--- config.mk ---
export PLATFORM = sky130hd
export DESIGN_NAME = ula_sequenciador
export DESIGN_NICKNAME = d
export VERILOG_FILES = /design/src/rtl/ula_pkg.sv /design/src/rtl/debounce_botao.sv /design/src/rtl/ula_sequenciador.sv
export SDC_FILE = /design/constraint.sdc
export NUM_CORES = 1
export LEC_CHECK = 0
export ABC_CLOCK_PERIOD_IN_PS = 1800
export BUFFER_PORTS_ARGS = -buffer_cell sky130_fd_sc_hd__buf_2
export CORE_MARGIN = 8
export CORE_UTILIZATION = 51
export CTS_CLUSTER_DIAMETER = 60
export DETAILED_ROUTE_END_ITERATION = 8
export MAX_ROUTING_LAYER = met4
export PLACE_DENSITY = 0.78
export SYNTH_ARGS = -nofsm -noshare
export SYNTH_HDL_FRONTEND = slang
export SYNTH_HIERARCHICAL = 1
export SYNTH_SLANG_ARGS = --single-unit
--- constraint.sdc ---
create_clock -name CLOCK_50 -period 1.8 [get_ports CLOCK_50]
set_input_delay 0.36 -clock CLOCK_50 [delete_from_list [all_inputs] [get_ports CLOCK_50]]
set_output_delay 0.36 -clock CLOCK_50 [all_outputs]
set_load 0.01 [all_outputs]
--- src/rtl/ula_pkg.sv ---
// Shared definitions for the 6-bit ALU stage and its operand sequencer.
package ula_pkg;

  localparam int LARGURA = 6;
  localparam int OP_W    = 3;

  // Encoding is visible on the board LEDs, so the values are pinned explicitly.
  typedef enum logic [1:0] {
    ESPERA_A  = 2'd0,
    ESPERA_B  = 2'd1,
    ESPERA_OP = 2'd2,
    EMITE     = 2'd3
  } estado_t;

endpackage

--- src/rtl/debounce_botao.sv ---
// Button conditioner: 2-flop synchronizer, stability counter and a single
// one-cycle pulse on each accepted press. Releases produce no pulse.
module debounce_botao #(
  parameter int DEBOUNCE_CICLOS = 50000
) (
  input  logic CLOCK_50,
  input  logic reset,
  input  logic entrada,
  output logic nivel,
  output logic pulso
);

  localparam int CW = $clog2(DEBOUNCE_CICLOS) + 1;
  localparam logic [CW-1:0] CNT_FIM = CW'(DEBOUNCE_CICLOS - 1);

  logic          r_sync1;
  logic          r_sync2;
  logic          r_nivel;
  logic          r_nivel_d;
  logic [CW-1:0] r_cnt;

  // Bring the raw button into the clock domain.
  // NOTE: sequential state uses non-blocking assignments so every flop samples
  // the pre-edge value of its source; blocking here would collapse the chain.
  always_ff @(posedge CLOCK_50 or posedge reset) begin
    if (reset) begin
      r_sync1 <= 1'b0;
      r_sync2 <= 1'b0;
    end else begin
      r_sync1 <= entrada;
      r_sync2 <= r_sync1;
    end
  end

  // Accept a new level only after it has differed for DEBOUNCE_CICLOS edges.
  always_ff @(posedge CLOCK_50 or posedge reset) begin
    if (reset) begin
      r_cnt   <= '0;
      r_nivel <= 1'b0;
    end else if (r_sync2 == r_nivel) begin
      r_cnt <= '0;
    end else if (r_cnt == CNT_FIM) begin
      r_nivel <= r_sync2;
      r_cnt   <= '0;
    end else begin
      r_cnt <= r_cnt + 1'b1;
    end
  end

  // Delayed copy of the debounced level for rising-edge detection.
  always_ff @(posedge CLOCK_50 or posedge reset) begin
    if (reset) begin
      r_nivel_d <= 1'b0;
    end else begin
      r_nivel_d <= r_nivel;
    end
  end

  assign nivel = r_nivel;
  assign pulso = r_nivel & ~r_nivel_d;

endmodule

--- src/rtl/ula_sequenciador.sv ---
// Operand sequencer: loads A, B, then op/mode from one switch bank on
// successive button presses and offers the bundle to the ALU via valid/ready.
module ula_sequenciador
  import ula_pkg::*;
#(
  parameter int DEBOUNCE_CICLOS = 50000
) (
  input  logic               CLOCK_50,
  input  logic               reset,
  input  logic [LARGURA-1:0] sw_dado,
  input  logic [OP_W-1:0]    sw_op,
  input  logic               sw_modo,
  input  logic               btn_carrega,
  input  logic               ula_pronto,
  output logic [LARGURA-1:0] A,
  output logic [LARGURA-1:0] B,
  output logic [OP_W-1:0]    operacao,
  output logic               modo,
  output logic               valido,
  output logic [1:0]         estado
);

  logic               w_nivel;
  logic               w_pulso;
  logic               w_carrega;
  logic               w_cap_a;
  logic               w_cap_b;
  logic               w_cap_op;
  estado_t            r_estado;
  estado_t            w_estado_prox;
  logic [LARGURA-1:0] r_a;
  logic [LARGURA-1:0] r_b;
  logic [OP_W-1:0]    r_op;
  logic               r_modo;

  debounce_botao #(
    .DEBOUNCE_CICLOS(DEBOUNCE_CICLOS)
  ) u_debounce (
    .CLOCK_50 (CLOCK_50),
    .reset    (reset),
    .entrada  (btn_carrega),
    .nivel    (w_nivel),
    .pulso    (w_pulso)
  );

  // A load is acted on only while the debounced level is actually high.
  assign w_carrega = w_pulso & w_nivel;

  // State register.
  always_ff @(posedge CLOCK_50 or posedge reset) begin
    if (reset) begin
      r_estado <= ESPERA_A;
    end else begin
      r_estado <= w_estado_prox;
    end
  end

  // Next state and capture strobes; presses in EMITE and ready outside EMITE fall through.
  // NOTE: every output of this block is defaulted first, so no path leaves one
  // unassigned and no latch is inferred.
  always_comb begin
    w_estado_prox = r_estado;
    w_cap_a       = 1'b0;
    w_cap_b       = 1'b0;
    w_cap_op      = 1'b0;
    unique case (r_estado)
      ESPERA_A: begin
        if (w_carrega) begin
          w_cap_a       = 1'b1;
          w_estado_prox = ESPERA_B;
        end
      end
      ESPERA_B: begin
        if (w_carrega) begin
          w_cap_b       = 1'b1;
          w_estado_prox = ESPERA_OP;
        end
      end
      ESPERA_OP: begin
        if (w_carrega) begin
          w_cap_op      = 1'b1;
          w_estado_prox = EMITE;
        end
      end
      EMITE: begin
        if (ula_pronto) begin
          w_estado_prox = ESPERA_A;
        end
      end
      default: w_estado_prox = ESPERA_A;
    endcase
  end

  // Capture registers: written only on their capture edge, kept after transfer.
  always_ff @(posedge CLOCK_50 or posedge reset) begin
    if (reset) begin
      r_a    <= '0;
      r_b    <= '0;
      r_op   <= '0;
      r_modo <= 1'b0;
    end else begin
      if (w_cap_a) begin
        r_a <= sw_dado;
      end
      if (w_cap_b) begin
        r_b <= sw_dado;
      end
      if (w_cap_op) begin
        r_op   <= sw_op;
        r_modo <= sw_modo;
      end
    end
  end

  assign A        = r_a;
  assign B        = r_b;
  assign operacao = r_op;
  assign modo     = r_modo;
  assign valido   = (r_estado == EMITE);
  assign estado   = r_estado;

endmodule

### Yosys cells after proc, flatten, opt, wreduce, memory -nomap -nowiden

Cells that the tools add are included.

| storage, ports and cells | value |
|---|---|
| input bits | 14 |
| output and inout port bits | 19 |
| register bits after elaboration | 39 |
| word-level logic and storage cells | 38 |

| cells by class | value |
|---|---|
| add/subtract/negate cells | 1 |
| equal/unequal tests | 9 |
| bitwise operators | 4 |
| reductions and logical operators | 3 |
| multiplexer cells | 11 |

Operators by type and width:

| cell | number |
|---|---|
| 2-to-1 mux 17 bit | 2 |
| adder 17 x 1 -> 17 bit, second input constant | 1 |
| equality test 17 x 16 -> 1 bit, second input constant | 1 |
| 2-to-1 mux 2 bit | 4 |
| != test 2 bit, second input constant | 4 |
| case mux 2 bit (4 select lines) | 1 |
| equality test 2 bit, second input constant | 2 |
| 2-to-1 mux 1 bit | 4 |
| AND reduction 4 bit | 1 |
| AND 1 bit | 2 |
| equality test 2 x 1 -> 1 bit, second input constant | 1 |
| zero test 2 bit | 1 |
| NOT 1 bit | 2 |
| AND reduction 2 bit | 1 |
| equality test 1 bit | 1 |

### Depth between registers and ports, before layout

| logic depth | value |
|---|---|
| word-level depth | 5 |
| mapped depth | 5 |
| depth with buffers taken out | 5 |

### Cells and area by module

Netlist, hierarchy kept.

Modules (own cells, without submodules):

| module | area each (sq um) | times used | cells an instance |
|---|---|---|---|
| debounce_botao | 972.2 | 1 | 95 |
| ula_sequenciador | 807.0 | 1 | 54 |

### Least setup slack after synthesis

OpenSTA, ideal clock, no wires.

| path | value |
|---|---|
| kind | flip-flop to flip-flop |
| start | register u_debounce.r_cnt[4] |
| end | register u_debounce.r_cnt[15] |
| stages on the path, launching flop included | 6 |
| arrival | 1.501 ns |
| setup time | 0.119 ns |
| buffers on the path | 1 |
| slack | 0.181 ns |
| path through | dfrtp_1 -> nor4_1 -> nand2_1 -> o41ai_4 -> buf_6 -> nor2_1 |

| between the ends | value |
|---|---|
| word-level cells in the longest chain between the ends | 3 |
| elaborated cells on any way between the ends | 4 |
| those cells by class | add/sub: 1; eq/ne: 1; mux: 2 |

RTL lines:

| item | RTL line | RTL |
|---|---|---|
| start: declaration | debounce_botao.sv:20 | `logic [CW-1:0] r_cnt;` |
| start signal: assignment | debounce_botao.sv:46 | `r_cnt <= r_cnt + 1'b1;` |
| adder 17 x 1 -> 17 bit or equality test 17 x 16 -> 1 bit (tied branches) | debounce_botao.sv:46, debounce_botao.sv:42 |  |
| 2-to-1 mux 17 bit (*) | debounce_botao.sv:42 | `end else if (r_cnt == CNT_FIM) begin` |
| 2-to-1 mux 17 bit (*) | debounce_botao.sv:40 | `end else if (r_sync2 == r_nivel) begin` |

Mark *: on every way between the ends. The rest lies on a longest branch, timed or not.
A chain may end at the register's enable or synchronous reset.

### Final worst setup path

| path | value |
|---|---|
| start | register u_debounce.r_cnt[4] |
| end | register u_debounce.r_nivel (netlist: u_debounce/nivel) |

| between the ends | value |
|---|---|
| word-level cells in the longest chain between the ends | 2 |

RTL lines:

| item | RTL line | RTL |
|---|---|---|
| equality test 17 x 16 -> 1 bit | debounce_botao.sv:42 |  |
| AND reduction 2 bit (no line) | -- |  |
| end signal: assignment | debounce_botao.sv:43 | `r_nivel <= r_sync2;` |
| end: declaration | debounce_botao.sv:18 | `logic r_nivel;` |

Every way passes these cells.

==> metrics.txt <==
Lkg Pwr=0.9648 nW; WL met1=1436 um; post-layout instance area=0.002106 mm2; CP arrival=1.91 ns; CTS tree=yes; Hold Violations, Final=0; Yosys warnings=6; Port Buffers=32; endpoints failing setup=0; cell area after placement=0.002008 mm2; Synth Net Count=169; slowest library cell on the worst path=dfrtp_1; Vias=1194; Yosys reg bits=39; TritonCTS buffer count=5; Placer Congestion=0.8846; post-cts hold buffer count=0; Slew headroom=54.46%; max frequency=0.6005 GHz; Via density=5.038; Slew @ Worst Pin=0.6823 ns; Initial Util=53.32%; vias in the first global route=1316; die height=75.07 um; core area=0.003337 mm2; status=completed; CTS-repair resized insts=1; worst-path maximum fanout=5; Setup TNS=0 ns; final std cells w/o fill=237; drt initial violations=34; iteration count of the initial detailed-routing pass=4; Die X=75.07 um; Mean Syn Cell Area=11.94 um2; HP Class=input port to async pin; Routed Wire Length=3488 um; Slew Viols, Final=0; dpl cells=229; Power Total=1.633 mW; io pins=33; Worst VDD drop=445.8 uV; gr usage total=14.06%; Critical Path RT=2.04 ns; post-synthesis cell area=0.001779 mm2; Yosys cell types=23; Worst setup EP type=register; post-DP HPWL=2693 um; metal3 WL=224 um; cells after synthesis=149; DR top layer=met4; Crit Path Category=register to register; Post-Place Worst Slack=0.009711 ns; number of placement rows=21; initial antenna violation count=0; DRC=0; CP cell instances=nor4_1 -> nand2_1 -> nor4_2 -> mux2_2; global route total overflow=0; share of the synthesized area in the top cell type=54.85%; most common cell after layout, fill and taps aside=dfrtp_1; post-synth top area cell=dfrtp_1; worst skew pair latency=0.35 ns; Worst Skew=0.01149 ns; fin crit share=92.51%; maxcap violations=0; CP peak stage delay=0.44 ns; Avg WL per Cell=14.72 um; Period minus WS final=1.665 ns; CP Launch Type=register; first-pass GRT wire length=5830 um; synth top area cells=dfrtp_1 (55%), mux2_2 (11%), xnor2_1 (6.9%); Longest Clk Path Bufs=2; Antenna diodes=0; commonest non-fill, non-tap cells in the layout=dfrtp_1 (39), buf_2 (32), nor2_1 (25); Die ar.=0.005635 mm2; largest net degree at the start of global routing=22; NumNets Final=210; CTS root buffer=clkbuf_4; Post-DRT Antenna Nets=0; Seq/Total Area, Yosys=54.85%; area grow syn2layout=18.35%; RSZ-0062 raised after global routing=no; H-tree level count=2; PD cells=775.3 mW/mm2; fraction of layout cells with a size suffix above 1=37.17%; Met2 Wirelength=1783 um; buffer count from post-CTS setup fixing=0; Worst-path clk slew=0.12 ns; Sink Count=39; slack of the critical path=0.1348 ns
layer usage:
metal | track usage, % | vias up
li1 | - | 592
met1 | 14.37 | 571
met2 | 24.66 | 26
met3 | 3.995 | 5
met4 | 5.652 | 0
met5 | - | -
stage by stage:
| stage | hold slack, ns | util [%] |
|---|---|---|
| 3_3_place_gp | 0.3336 | 60.18 |
| 4_1_cts | 0.01823 | 62.95 |
| 6_report | 0.03047 | 63.10 |
| 5_1_grt | 0.05287 | 63.10 |
| 3_5_place_dp | 0.3491 | 60.18 |
| 2_1_floorplan | 0.2986 | - |
cell usage after synthesis:
library cell and count:
inv_1 9, a21oi_1 1, nand4_1 5, nand2_1 5, o22ai_2 1, xnor2_1 14
nor3_2 1, mux2_2 17, mux2_4 1, and2_4 1, buf_6 1, o41ai_4 1
nand2_4 2, nand3_1 5, nand2_2 1, nor2_1 25, ha_1 6, o221a_2 1
nor2b_1 1, xor2_1 2, nor3_1 4, dfrtp_1 39, nor4_1 6
cell families after synthesis:
kind of cell               Yosys count  synth area share (%)
buffers and inverters               10                 2.531
AOI/OAI and AO/OA                    4                 3.164
xor gates and xnor gates            16                 7.877
DFF                                 39                 54.85
muxes                               18                 11.60
and+or+nand+nor                     56                 15.75
adders and majority gates            6                 4.219
worst max-delay path, delay by kind of cell (launching register included):
kind / cells / cell delay [ns]
simple gates: 3 / 0.76
flops: 1 / 0.44
mux: 1 / 0.37
report_power, final:
group	internal, mW	leakage (nW)	switching [mW]
clock	0.328	0.0482	0.284
combinational	0.0473	0.421	0.0564
sequential	0.902	0.495	0.0155
sequential cells by signal, summed over array words and instances, names as in the netlist:
| register | count |
|---|---|
| u_debounce/r_sync1 | 1 |
| modo | 1 |
| u_debounce/r_sync2 | 1 |
| estado | 2 |
| u_debounce/r_cnt | 17 |
| B | 6 |
| u_debounce/nivel | 1 |
| operacao | 3 |
| A | 6 |
| u_debounce/r_nivel_d | 1 |
final timing paths:
kind	start	end	slack [ns]	cells past startpoint
max	u_debounce/r_cnt[4]	u_debounce/nivel	0.13	4
max reg2reg	u_debounce/r_cnt[4]	u_debounce/nivel	0.13	4
min	reset	u_debounce/r_cnt[16]	0.03	3
min reg2reg	u_debounce/r_sync1	u_debounce/r_sync2	0.37	0
max in group asynchronous	reset	operacao[2]	1.26	2
min in group CLOCK_50	btn_carrega	u_debounce/r_sync1	0.11	1
area by class of cell:
cell class,count,area (um2)
multi-input cells,100,769.5
clock inverters,2,35.03
well taps,46,57.56
fillers,281,1231
clock buffers,6,51.30
inverters,9,33.78
flip-flops and latches,39,975.9
repair buffers,35,182.7
(Power assumes the default switching activity.)
